**config.mk**
```make
export PLATFORM = sky130hd
export DESIGN_NAME = hr_dpwm_ctrl
export DESIGN_NICKNAME = d
export VERILOG_FILES = /design/src/rtl/hr_dpwm_pkg.sv /design/src/rtl/dpwm_dc_shadow.sv /design/src/rtl/hr_dpwm_ctrl.sv
export SDC_FILE = /design/constraint.sdc
export NUM_CORES = 1
export LEC_CHECK = 0
export ABC_CLOCK_PERIOD_IN_PS = 1820
export CORE_MARGIN = 2
export CORE_UTILIZATION = 47
export CTS_CLUSTER_SIZE = 14
export DETAILED_ROUTE_END_ITERATION = 7
export MAX_ROUTING_LAYER = met4
export PLACE_DENSITY = 0.76
export SLEW_MARGIN = 20
export SYNTH_ARGS = -nofsm -noshare
export SYNTH_HDL_FRONTEND = slang
export SYNTH_SLANG_ARGS = --single-unit
```
**constraint.sdc**
```tcl
create_clock -name clk_base -period 1.82 [get_ports clk_base]
set_clock_uncertainty 0.2 [all_clocks]
set_input_delay 0.364 -clock clk_base [delete_from_list [all_inputs] [get_ports clk_base]]
set_output_delay 0.364 -clock clk_base [all_outputs]
set_load 0.01 [all_outputs]
```
**src/rtl/hr_dpwm_pkg.sv**
```systemverilog
// Shared types and width constants for the hybrid high-resolution DPWM sequencer.
package hr_dpwm_pkg;

   // Fine (delay-element) part of the duty word
   localparam int unsigned DE_bits      = 6;
   // Full duty word
   localparam int unsigned Dc_length    = 13;
   // Coarse part and period counter; one period is 2**Count_length cycles
   localparam int unsigned Count_length = Dc_length - DE_bits;

   typedef enum logic [1:0] {
      ST_IDLE  = 2'd0,
      ST_RUN   = 2'd1,
      ST_DRAIN = 2'd2
   } dpwm_state_e;

   // Largest duty accepted: coarse = 2**Count_length - 2, fine = 0.
   // 2**C - 2 is all ones with the LSB cleared, so build it bitwise.
   function automatic logic [Dc_length-1:0] dc_max();
      logic [Dc_length-1:0] m;
      m                       = '0;
      m[Dc_length-1:DE_bits]  = '1;
      m[DE_bits]              = 1'b0;
      return m;
   endfunction

endpackage : hr_dpwm_pkg

```
**src/rtl/dpwm_dc_shadow.sv**
```systemverilog
// Duty command shadow: clamps incoming commands, holds one pending command
// behind a valid/ready handshake and moves it to the active duty at the
// period load point.
module dpwm_dc_shadow
   import hr_dpwm_pkg::*;
(
   input  logic                 clk_i,
   input  logic                 rst_i,
   input  logic [Dc_length-1:0] dc_i,
   input  logic                 dc_valid_i,
   output logic                 dc_ready_o,
   input  logic                 load_i,
   output logic [Dc_length-1:0] dc_act_o,
   output logic                 dc_sat_o
);

   localparam logic [Dc_length-1:0] DC_MAX = dc_max();

   logic                 pend_q,   pend_d;
   logic [Dc_length-1:0] dc_buf_q, dc_buf_d;
   logic [Dc_length-1:0] dc_act_q, dc_act_d;
   logic                 dc_sat_q, dc_sat_d;
   logic                 over;
   logic                 accept;
   logic [Dc_length-1:0] dc_clamped;

   // Clamp, accept into the buffer, or promote the buffer to the active duty
   always_comb begin
      over       = (dc_i > DC_MAX);
      dc_clamped = over ? DC_MAX : dc_i;
      accept     = dc_valid_i && !pend_q;

      pend_d     = pend_q;
      dc_buf_d   = dc_buf_q;
      dc_act_d   = dc_act_q;
      dc_sat_d   = 1'b0;

      // Accept needs pend=0 and load needs pend=1, so they never coincide
      if (accept) begin
         dc_buf_d = dc_clamped;
         pend_d   = 1'b1;
         dc_sat_d = over;
      end else if (load_i && pend_q) begin
         dc_act_d = dc_buf_q;
         pend_d   = 1'b0;
      end
   end

   // Command buffer, pending flag, active duty and saturation pulse registers
   always_ff @(posedge clk_i or posedge rst_i) begin
      if (rst_i) begin
         pend_q   <= 1'b0;
         dc_buf_q <= '0;
         dc_act_q <= '0;
         dc_sat_q <= 1'b0;
      end else begin
         pend_q   <= pend_d;
         dc_buf_q <= dc_buf_d;
         dc_act_q <= dc_act_d;
         dc_sat_q <= dc_sat_d;
      end
   end

   assign dc_ready_o = !pend_q;
   assign dc_act_o   = dc_act_q;
   assign dc_sat_o   = dc_sat_q;

   // The active duty can only ever hold a clamped value
   a_act_clamped: assert property (@(posedge clk_i) disable iff (rst_i)
      dc_act_q <= DC_MAX);

endmodule : dpwm_dc_shadow

```
**src/rtl/hr_dpwm_ctrl.sv**
```systemverilog
// Period and duty-cycle sequencer for the hybrid high-resolution DPWM.
// Generates the coarse L_DPWM pulse and the per-period fine delay select.
module hr_dpwm_ctrl
   import hr_dpwm_pkg::*;
(
   input  logic                    clk_base,
   input  logic                    rst,
   input  logic                    en,
   input  logic [Dc_length-1:0]    dc_in,
   input  logic                    dc_valid,
   output logic                    dc_ready,
   output logic                    L_DPWM,
   output logic [DE_bits-1:0]      de_sel,
   output logic [Count_length-1:0] period_cnt,
   output logic                    period_start,
   output logic                    dc_sat,
   output logic                    busy
);

   localparam logic [Count_length-1:0] CNT_LAST = '1;

   dpwm_state_e               state_q, state_d;
   logic [Count_length-1:0]   cnt_q,   cnt_d;
   logic                      load;
   logic [Dc_length-1:0]      dc_act;
   logic [Count_length-1:0]   coarse;
   logic                      running;

   dpwm_dc_shadow u_shadow (
      .clk_i      (clk_base),
      .rst_i      (rst),
      .dc_i       (dc_in),
      .dc_valid_i (dc_valid),
      .dc_ready_o (dc_ready),
      .load_i     (load),
      .dc_act_o   (dc_act),
      .dc_sat_o   (dc_sat)
   );

   // Next state, next counter value and the period load point
   always_comb begin
      state_d = state_q;
      cnt_d   = cnt_q;
      load    = 1'b0;

      case (state_q)
         ST_IDLE: begin
            cnt_d = '0;
            if (en) begin
               state_d = ST_RUN;
               load    = 1'b1;
            end
         end
         ST_RUN: begin
            cnt_d = cnt_q + 1'b1;
            load  = (cnt_q == CNT_LAST);
            if (!en) begin
               state_d = ST_DRAIN;
            end
         end
         ST_DRAIN: begin
            cnt_d = cnt_q + 1'b1;
            load  = (cnt_q == CNT_LAST);
            if (en) begin
               state_d = ST_RUN;
            end else if (cnt_q == CNT_LAST) begin
               state_d = ST_IDLE;
            end
         end
         default: begin
            state_d = ST_IDLE;
            cnt_d   = '0;
         end
      endcase
   end

   // State and period counter registers
   always_ff @(posedge clk_base or posedge rst) begin
      if (rst) begin
         state_q <= ST_IDLE;
         cnt_q   <= '0;
      end else begin
         state_q <= state_d;
         cnt_q   <= cnt_d;
      end
   end

   // Outputs decoded purely from registered state, counter and active duty
   always_comb begin
      running      = (state_q != ST_IDLE);
      coarse       = dc_act[Dc_length-1:DE_bits];
      L_DPWM       = running && (cnt_q < coarse);
      de_sel       = dc_act[DE_bits-1:0];
      period_cnt   = cnt_q;
      period_start = running && (cnt_q == '0);
      busy         = running;
   end

   // Clamping keeps coarse <= N-2, so the pulse is always low at the wrap
   a_low_at_wrap: assert property (@(posedge clk_base) disable iff (rst)
      (cnt_q == CNT_LAST) |-> !L_DPWM);

   // The counter is held at zero while idle
   a_idle_zero: assert property (@(posedge clk_base) disable iff (rst)
      (state_q == ST_IDLE) |-> (cnt_q == '0));

endmodule : hr_dpwm_ctrl

```
==> results.ini, run 1 <==
[status]
status=finished, violations left
failed_checks=negative setup slack

[clock_network]
cts_max_level=2
cts_buffers=5
clk_pin_slew_ns=0.07
cts_tree=yes
cts_max_path_buffers=2
cts_sinks=37
insertion_delay_ns=0.28
root_buffer=clkbuf_8

[power_and_ir_drop]
p_leak_nw=1.36
ir_drop_mv=0.789
power_mw=3.79
power_density_mw_per_mm2=1390

[synth]
synthesis.area_mm2=0.00189
async_reset_ff_frac=1.00
synthTopCellsByArea=dfrtp_1 (49%), ha_1 (8.6%), nand2_1 (7.4%)
postSynthCellCount=178
yosys_register_bits=37
synth.net_count=208
synth.distinct_cells=36
synth_area_per_cell_um2=10.6
yosysWarnings=0
synth-main-ff-cell=dfrtp_1
synth.top_cell.area_share=0.491
netlist.top_cell.by_area=dfrtp_1
seq_area_frac_synth=0.491
synth_edf_count=0

[worst_setup_path]
max_stage_delay_ns=0.49
cp_data_arrival_time_ns=1.62
crit_fanout=3
cp-start-kind=flop
endpoint_kind=output port
r2r_start=state_q[1]
criticalPathCategory=flop to output port
worstPathRequired_ns=1.26
reg2reg_depth=8
cp_slowest_cell=or4b_4
r2r_slack_ns=-0.19
cp_cell_sequence=buf_6 -> or4b_4 -> nor4_4 -> buf_2
reg2reg_to=u_shadow.dc_act_o[2]

[final_layout]
area_growth_pct=44.8
final_design_area_no_fill_mm2=0.00273
fillCellCount=308
final_nets=274
drive_gt1_frac=0.307
multi_input_area_um2=945
antenna_cells=0
seqCellArea_um2=928

[timing]
period_minus_slack_ns=2.18
slew_headroom=0.824
fin_ws_ns=-0.362
fmax_mhz=458
holdWs_ns=0.224
maxSlewViolCount=0
worstMarginPinSlew_ns=0.260
hold_viol=0
rsz0062_at_grt=true
setup_tns_ns=-2.06
period_share=1.20
finalSetupViolations=15

[placement]
detailed_place_hpwl_um=2680
placed_area_mm2=0.00253
gp_congestion=0.827
io_buffers=34

[drt]
wl_per_cell_um=13.0
drt_iter0_drc=28
num_vias=1437
ant_nets=0
drc=0
first_pass_iters=4
viasPerCell=4.89
routed_wirelength_um=3840

[run]
cap_violations=0

[global_routing]
grt_max_degree=38
antenna_found_initial=0
grt_pass1_vias=1422
grtUsageTotal=0.205
grt_pass1_wl_um=6630
gr-total-overflow=0

[floorplanning]
die_w_um=67.4
num_io_pins=35
core_mm2=0.00394
rows=23
die-area_mm2=0.00454
dieHeight_um=67.4
start_util=0.479

[worst_hold_path]
hp-class=input pin to async pin

## power breakdown
| group | switching, mW | internal (mW) |
|---|---|---|
| clock | 0.264 | 0.300 |
| combinational | 0.811 | 1.10 |
| sequential | 0.169 | 1.15 |
| total | 1.24 | 2.54 |
## sequential cells by signal, summed over array words and instances, names as in the netlist
name	flops
u_shadow.dc_buf_q	13
u_shadow.dc_act_o	13
u_shadow.pend_q	1
period_cnt	7
state_q	2
u_shadow.dc_sat_o	1
## cell usage after synthesis, types with 2 or more instances
cell       n
clkbuf_1   2
nand3_1    3
a21oi_1    4
xor2_1     2
inv_1     16
buf_4      6
ha_1      13
nand2_1   37
and2_1     5
nor2b_1    2
xnor2_1    2
mux2_4     9
o21ai_0   11
nor2_1     5
dfrtp_1   37
mux2_2     4
## stage by stage
| step | util | worst slack, ns | std cells |
|---|---|---|---|
| 4_1_cts | 0.684 | -0.371 | 293 |
| 3_5_place_dp | 0.641 | -0.602 | 282 |
| 5_1_grt | 0.693 | -0.437 | 294 |
| 6_report | 0.693 | -0.362 | 294 |
| 3_3_place_gp | 0.641 | -0.583 | 282 |
| 2_1_floorplan | - | -0.146 | 178 |
## how the worst max path moves through the flow
| stage | startpoint | end | slack (ns) | cells after the start |
|---|---|---|---|---|
| floorplan | period_cnt[1] | period_start | -0.15 | 4 |
| global placement | period_cnt[0] | period_start | -0.58 | 5 |
| detailed placement | period_cnt[0] | period_start | -0.60 | 5 |
| CTS | period_cnt[6] | period_start | -0.37 | 4 |
| global route | period_cnt[0] | period_start | -0.44 | 5 |
| finish | period_cnt[6] | period_start | -0.36 | 4 |
## logic make-up after synthesis
| family | share of synthesized area |
|---|---|
| compound gates | 0.0842 |
| xor+xnor | 0.0186 |
| buf+inv | 0.0657 |
| flops | 0.491 |
| fa+ha+maj | 0.0862 |
| mux | 0.101 |
| simple gates | 0.154 |
## cell usage in the layout, fill, tap and decap left out, types with 2 or more instances in the layout
cell type / synthesis / layout
nand2_1: 37 / 37
dfrtp_1: 37 / 35
buf_4: 6 / 27
clkdlybuf4s50_1: 0 / 23
inv_1: 16 / 11
o21ai_0: 11 / 10
mux2_4: 9 / 9
ha_1: 13 / 9
clkbuf_8: 0 / 6
dlygate4sd2_1: 0 / 6
and2_1: 5 / 5
nor2_1: 5 / 5
inv_2: 0 / 4
a21oi_1: 4 / 4
mux2_2: 4 / 4
ha_4: 0 / 4
nand3_1: 3 / 3
buf_2: 0 / 3
buf_12: 0 / 3
buf_6: 1 / 3
nor2b_1: 2 / 2
xnor2_1: 2 / 2
xor2_1: 2 / 2
clkdlybuf4s15_1: 0 / 2
dfrtp_2: 0 / 2
## area by class of cell
type | count | share of cell area
inverter | 16 | 0.0229
tap | 50 | 0.0229
timing repair buffer | 68 | 0.237
multi-input combinational | 116 | 0.346
sequential | 37 | 0.340
clock buffer | 7 | 0.0316
## critical path, delay by kind of cell, from the launching register on
kind | cells | cell delay (ns)
buf+inv | 2 | 0.29
flops | 1 | 0.43
simple gates | 2 | 0.62
## metal layers
metal,share of wire,vias up,GRT usage
met5,0,-,-
met4,0.013,0,0.0714
met3,0.030,5,0.0383
met2,0.47,24,0.308
met1,0.49,684,0.281
li1,-,724,-
## repair_timing
| action | in CTS | in global routing |
|---|---|---|
| resized for setup | 33 | 5 |
| pin swaps | 6 | 0 |
| endpoints found under the setup margin | 26 | 20 |
| hold buffers | 0 | 0 |
| buffers inserted | 3 | 1 |
| cloned | 1 | 0 |
Power figures use the tool's default switching activity.
==> run 2, diff against run 1 <==
- CORE_UTILIZATION: 47 -> 48
- CTS_BUF_LIST: unset -> sky130_fd_sc_hd__clkbuf_8
- PLACE_DENSITY: 0.76 -> 0.77
- SLEW_MARGIN: 20 -> unset
==> results.ini, run 2 (synthesized netlist as in run 1, its figures left out) <==
[power_and_ir_drop]
p_clk_frac=0.174  ; +0.025
p_switching_mw=1.44  ; +16%
comb_power_share=0.510  ; +0.006
power_mw=4.21  ; +11%
p_leak_nw=1.39  ; +2.2%
ir_drop_mv=0.698  ; -12%
power_density_mw_per_mm2=1480  ; +6.7%
netSwitchingFraction=0.342  ; +0.0141
p_int_mw=2.77  ; +8.8%
seq_power_share=0.317  ; -0.030

[timing]
period_share=1.22  ; +0.0171
hold_viol=0  ; unchanged
rsz0062_at_grt=true
slew_headroom=0.677  ; -0.147
period_minus_slack_ns=2.21  ; +0.0312 ns
finalSetupViolations=16  ; +1
fin_ws_ns=-0.393  ; -0.0312 ns
worstMarginPinSlew_ns=0.483  ; +0.223 ns
setup_tns_ns=-3.18  ; -1.12 ns
fmax_mhz=452  ; -1.4%
maxSlewViolCount=0  ; unchanged

[worst_setup_path]
cp-start-kind=flop
r2r_slack_ns=-0.19  ; about the same
worstPathRequired_ns=1.26  ; about the same
criticalPathCategory=flop to output port
cp_data_arrival_time_ns=1.65  ; +0.03 ns
reg2reg_depth=9  ; +1
crit_fanout=2  ; -1
endpoint_kind=output port

[drt]
num_vias=1537  ; +7.0%
drc=0  ; unchanged
first_pass_iters=4  ; unchanged
routed_wirelength_um=4900  ; +28%
drt_iter0_drc=63  ; +130%
ant_nets=0  ; unchanged
viasPerCell=5.18  ; +5.9%
wl_per_cell_um=16.5  ; +26%

[global_routing]
gr-total-overflow=0  ; unchanged
grt_pass1_vias=1627  ; +14%
grtUsageTotal=0.248  ; +0.0428
grt_max_degree=38  ; unchanged
grt_pass1_wl_um=7790  ; +17%
antenna_found_initial=0  ; unchanged

[floorplanning]
num_io_pins=35  ; unchanged
rows=22  ; -4.3%
start_util=0.508  ; +0.0292
die-area_mm2=0.00445  ; -2.0%
dieHeight_um=66.7  ; -0.99%
die_w_um=66.7  ; -0.99%
core_mm2=0.00372  ; -5.7%

[clock_network]
cts_hold_buffers=0  ; unchanged
cts_max_level=2  ; unchanged
cts_sinks=37  ; unchanged
root_buffer=clkbuf_8
cts_tree=yes
clk_pin_slew_ns=0.08  ; about the same
cts_max_path_buffers=2  ; unchanged
cts_buffers=5  ; unchanged
insertion_delay_ns=0.29  ; about the same

[status]
status=finished, violations left
failed_checks=negative setup slack

[placement]
detailed_place_hpwl_um=3080  ; +15%
placed_area_mm2=0.00249  ; -1.4%
gp_congestion=0.779  ; -5.8%
io_buffers=34  ; unchanged

[final_layout]
final_common_cell=nand2_1
fin_util=0.765  ; +0.0725
fillCellCount=247  ; -20%
final_nets=278  ; +1.5%
final_design_area_no_fill_mm2=0.00284  ; +4.1%
most-common-layout-cells=nand2_1 (37), dfrtp_1 (35), buf_4 (28), clkdlybuf4s50_1 (23), inv_1 (12)
antenna_cells=0  ; unchanged
multi_input_area_um2=1000  ; +5.8%
drive_gt1_frac=0.357  ; +0.0501
area_growth_pct=50.7
seqCellArea_um2=928  ; unchanged

[worst_hold_path]
hp-class=input pin to async pin

[run]
cap_violations=0  ; unchanged

## run 2: area by class of cell
cell class	instances	share of cell area
clock buffer	6	0.0290
clock inverter	2	0.0119
inverter	16	0.0220
multi-input combinational	116	0.352
sequential	37	0.326
tap	48	0.0211
timing repair buffer	72	0.238
## run 2: worst paths after layout
check	from	end
worst min-delay path	rst	u_shadow.dc_act_o[5]
worst min register to register	u_shadow.dc_buf_q[9]	u_shadow.dc_buf_q[9]
max in group asynchronous	rst	period_cnt[0]
worst max-delay path	period_cnt[2]	L_DPWM
worst max register to register	period_cnt[1]	u_shadow.dc_act_o[6]
min in group clk_base	u_shadow.dc_buf_q[9]	u_shadow.dc_buf_q[9]
## run 2: power by group through the flow
stage	Clock (mW)	Sequential, mW	Combinational [mW]
2_1_floorplan	0	1.32	1.11
3_3_place_gp	0	1.31	1.68
3_5_place_dp	0	1.34	1.76
4_1_cts	0.740	1.33	1.98
5_1_grt	0.785	1.37	2.31
6_report	0.731	1.33	2.14
## run 2: worst max-delay path, stage by stage, from the launching register on
cell      delay [ns]
dfrtp_1         0.41
buf_6           0.14
ha_4            0.20
o211ai_1        0.22
a21oi_2         0.06
a31oi_1         0.16
buf_2           0.16
## run 2: routing by layer
metal  part of all wire  vias to the layer above  track usage
met5                  0                        -            -
met4              0.018                        0       0.0791
met3              0.043                       10       0.0642
met2               0.51                       38        0.408
met1               0.43                      763        0.299
li1                   -                      726            -
## run 2: stage by stage
step	worst slack, ns	hold slack (ns)	std cells
6_report	-0.393	0.234	297
5_1_grt	-0.511	0.287	297
4_1_cts	-0.378	0.252	294
3_5_place_dp	-0.599	0.271	279
3_3_place_gp	-0.594	0.257	279
2_1_floorplan	-0.146	0.242	178
## run 2: timing repair
action	CTS	global route
resized for setup	42	16
endpoints found under the hold margin	0	0
gates cloned	1	0
setup buffers	6	4
pin swaps	10	6
setup endpoints to repair	27	22
==> run 3, diff against run 2 <==
- ABC_CLOCK_PERIOD_IN_PS: 1820 -> 1870
- clock period: 1.82 -> 1.87 ns (I/O delays scaled with it)
==> results.ini, run 3 (synthesized netlist as in run 1, its figures left out) <==
[status]
status=finished, violations left
failed_checks=negative setup slack

[worst_setup_path]
r2r_start=state_q[0]
path_buf_inv=2  ; unchanged
crit_family=simple AND/OR/NAND/NOR gates
cp_cell_sequence=buf_4 -> or4b_4 -> nor4_4 -> buf_2
max_stage_delay_ns=0.52  ; +0.11 ns
worst-path-stages=4  ; -2
crit_fanout=2  ; unchanged
r2r_slack_ns=-0.11  ; +0.08 ns
cp-start-kind=flop
endpoint_kind=output port
criticalPathCategory=flop to output port
cp_slowest_cell=or4b_4
worstPathRequired_ns=1.30  ; +0.04 ns
reg2reg_to=u_shadow.dc_act_o[7]
reg2reg_depth=8  ; -1
cp-startpoint=period_cnt[5]
endpoint=period_start
cp_data_arrival_time_ns=1.65  ; about the same

[timing]
period_minus_slack_ns=2.22
rsz0062_at_grt=true
hold_viol=0  ; unchanged
setup_tns_ns=-1.83  ; +1.35 ns
worstMarginPinSlew_ns=0.475  ; -0.00803 ns
fin_ws_ns=-0.349  ; +0.0442 ns
finalSetupViolations=15  ; -1
period_share=1.19
maxSlewViolCount=0  ; unchanged
slew_headroom=0.682  ; +0.00536
fmax_mhz=451

[global_routing]
grt_max_degree=38  ; unchanged
top_usage_layer=met2
grt_util_met3=0.0490  ; -0.0152
gr-total-overflow=0  ; unchanged
grt_pass1_wl_um=8010  ; +2.8%
grtUsageTotal=0.254  ; +0.00631
grt_use_met2=0.463  ; +0.0550
gr-usage-met1=0.271  ; -0.0282
grt_pass1_vias=1719  ; +5.7%
antenna_found_initial=0  ; unchanged

[floorplanning]
core_mm2=0.00372  ; unchanged
die_w_um=66.7  ; unchanged
rows=22  ; unchanged
die-area_mm2=0.00445  ; unchanged
start_util=0.508  ; unchanged
dieHeight_um=66.7  ; unchanged
num_io_pins=35  ; unchanged

[power_and_ir_drop]
p_leak_nw=1.38  ; -0.59%
ir_drop_mv=0.733  ; +5.0%
power_density_mw_per_mm2=1430  ; -3.2%

[clock_network]
cts_tree=yes
cts_hold_buffers=0  ; unchanged
cts_max_level=2  ; unchanged
cts_max_path_buffers=2  ; unchanged
clk_pin_slew_ns=0.07  ; about the same
cts_buffers=5  ; unchanged
cts_sinks=37  ; unchanged
root_buffer=clkbuf_8
insertion_delay_ns=0.29  ; about the same

[drt]
ant_nets=0  ; unchanged
routed_wirelength_um=4890  ; -0.31%
first_pass_iters=4  ; unchanged
drc=0  ; unchanged
viasPerCell=5.27  ; +1.9%
drt_iter0_drc=66  ; +4.8%
num_vias=1561  ; +1.6%
wl_per_cell_um=16.5  ; about the same

[placement]
detailed_place_hpwl_um=3120  ; +1.4%
place_ws_ns=-0.565  ; +0.0339 ns
gp_congestion=0.779  ; about the same
io_buffers=34  ; unchanged

[final_layout]
most-common-layout-cells=nand2_1 (37), dfrtp_1 (35), buf_4 (31), clkdlybuf4s50_1 (23), inv_1 (12)
final_common_cell=nand2_1
final_nets=277  ; -0.36%
drive_gt1_frac=0.339  ; -0.0187
area_growth_pct=48.9
antenna_cells=0  ; unchanged
fillCellCount=250  ; +1.2%

[run]
cap_violations=0  ; unchanged

[worst_hold_path]
hp-class=input pin to async pin

[run 3: area by class of cell]
cell class              instances  area (um2)  share of cell area
clock buffers                   6        82.6              0.0294
clock inverters                 2        33.8              0.0120
inverters                      16        60.1              0.0214
multi-input cells             116         988               0.352
flip-flops and latches         37         928               0.330
well taps                      48        60.1              0.0214
repair buffers                 71         657               0.234
[run 3: worst min path at each step]
stage,from,end,slack (ns),cells after the start
floorplan,u_shadow.dc_buf_q[10],u_shadow.dc_buf_q[10],0.24,2
global placement,u_shadow.dc_buf_q[9],u_shadow.dc_buf_q[9],0.26,2
detailed placement,u_shadow.dc_buf_q[1],u_shadow.dc_buf_q[1],0.27,2
CTS,rst,u_shadow.dc_act_o[5],0.25,3
global route,rst,u_shadow.dc_act_o[3],0.29,3
finish,rst,u_shadow.dc_act_o[4],0.24,3
[run 3: layer usage]
layer,up-vias,share of wire
li1,733,-
met1,771,0.41
met2,42,0.54
met3,15,0.033
met4,0,0.022
met5,-,0
[run 3: power breakdown]
part,total (mW),internal [mW],switching (mW)
logic,2.02,1.12,0.903
clock network,0.708,0.429,0.279
registers,1.30,1.12,0.187
[run 3: worst reg2reg max path: stages, from the launching register on]
cell	delay, ns
dfrtp_1	0.40
inv_2	0.09
ha_4	0.14
buf_4	0.14
inv_2	0.07
o22ai_4	0.21
nand3b_4	0.14
buf_12	0.17
mux2_4	0.30
[run 3: metrics by stage]
stage          utilization  hold slack (ns)  total power [mW]  cell area [um2]  cells
3_3_place_gp         0.667            0.257              2.90             2480    277
3_5_place_dp         0.667            0.271              3.01             2480    277
5_1_grt              0.756            0.290              4.28             2810    296
2_1_floorplan            -            0.242              2.37             1930    178
4_1_cts              0.736            0.248              3.89             2730    292
6_report             0.756            0.238              4.03             2810    296
[run 3: repair_timing]
action	CTS	global route
setup buffers	6	5
setup endpoints to repair	26	20
gates cloned	1	0
endpoints found under the hold margin	0	0
pin swaps	10	3
resized for setup	37	9
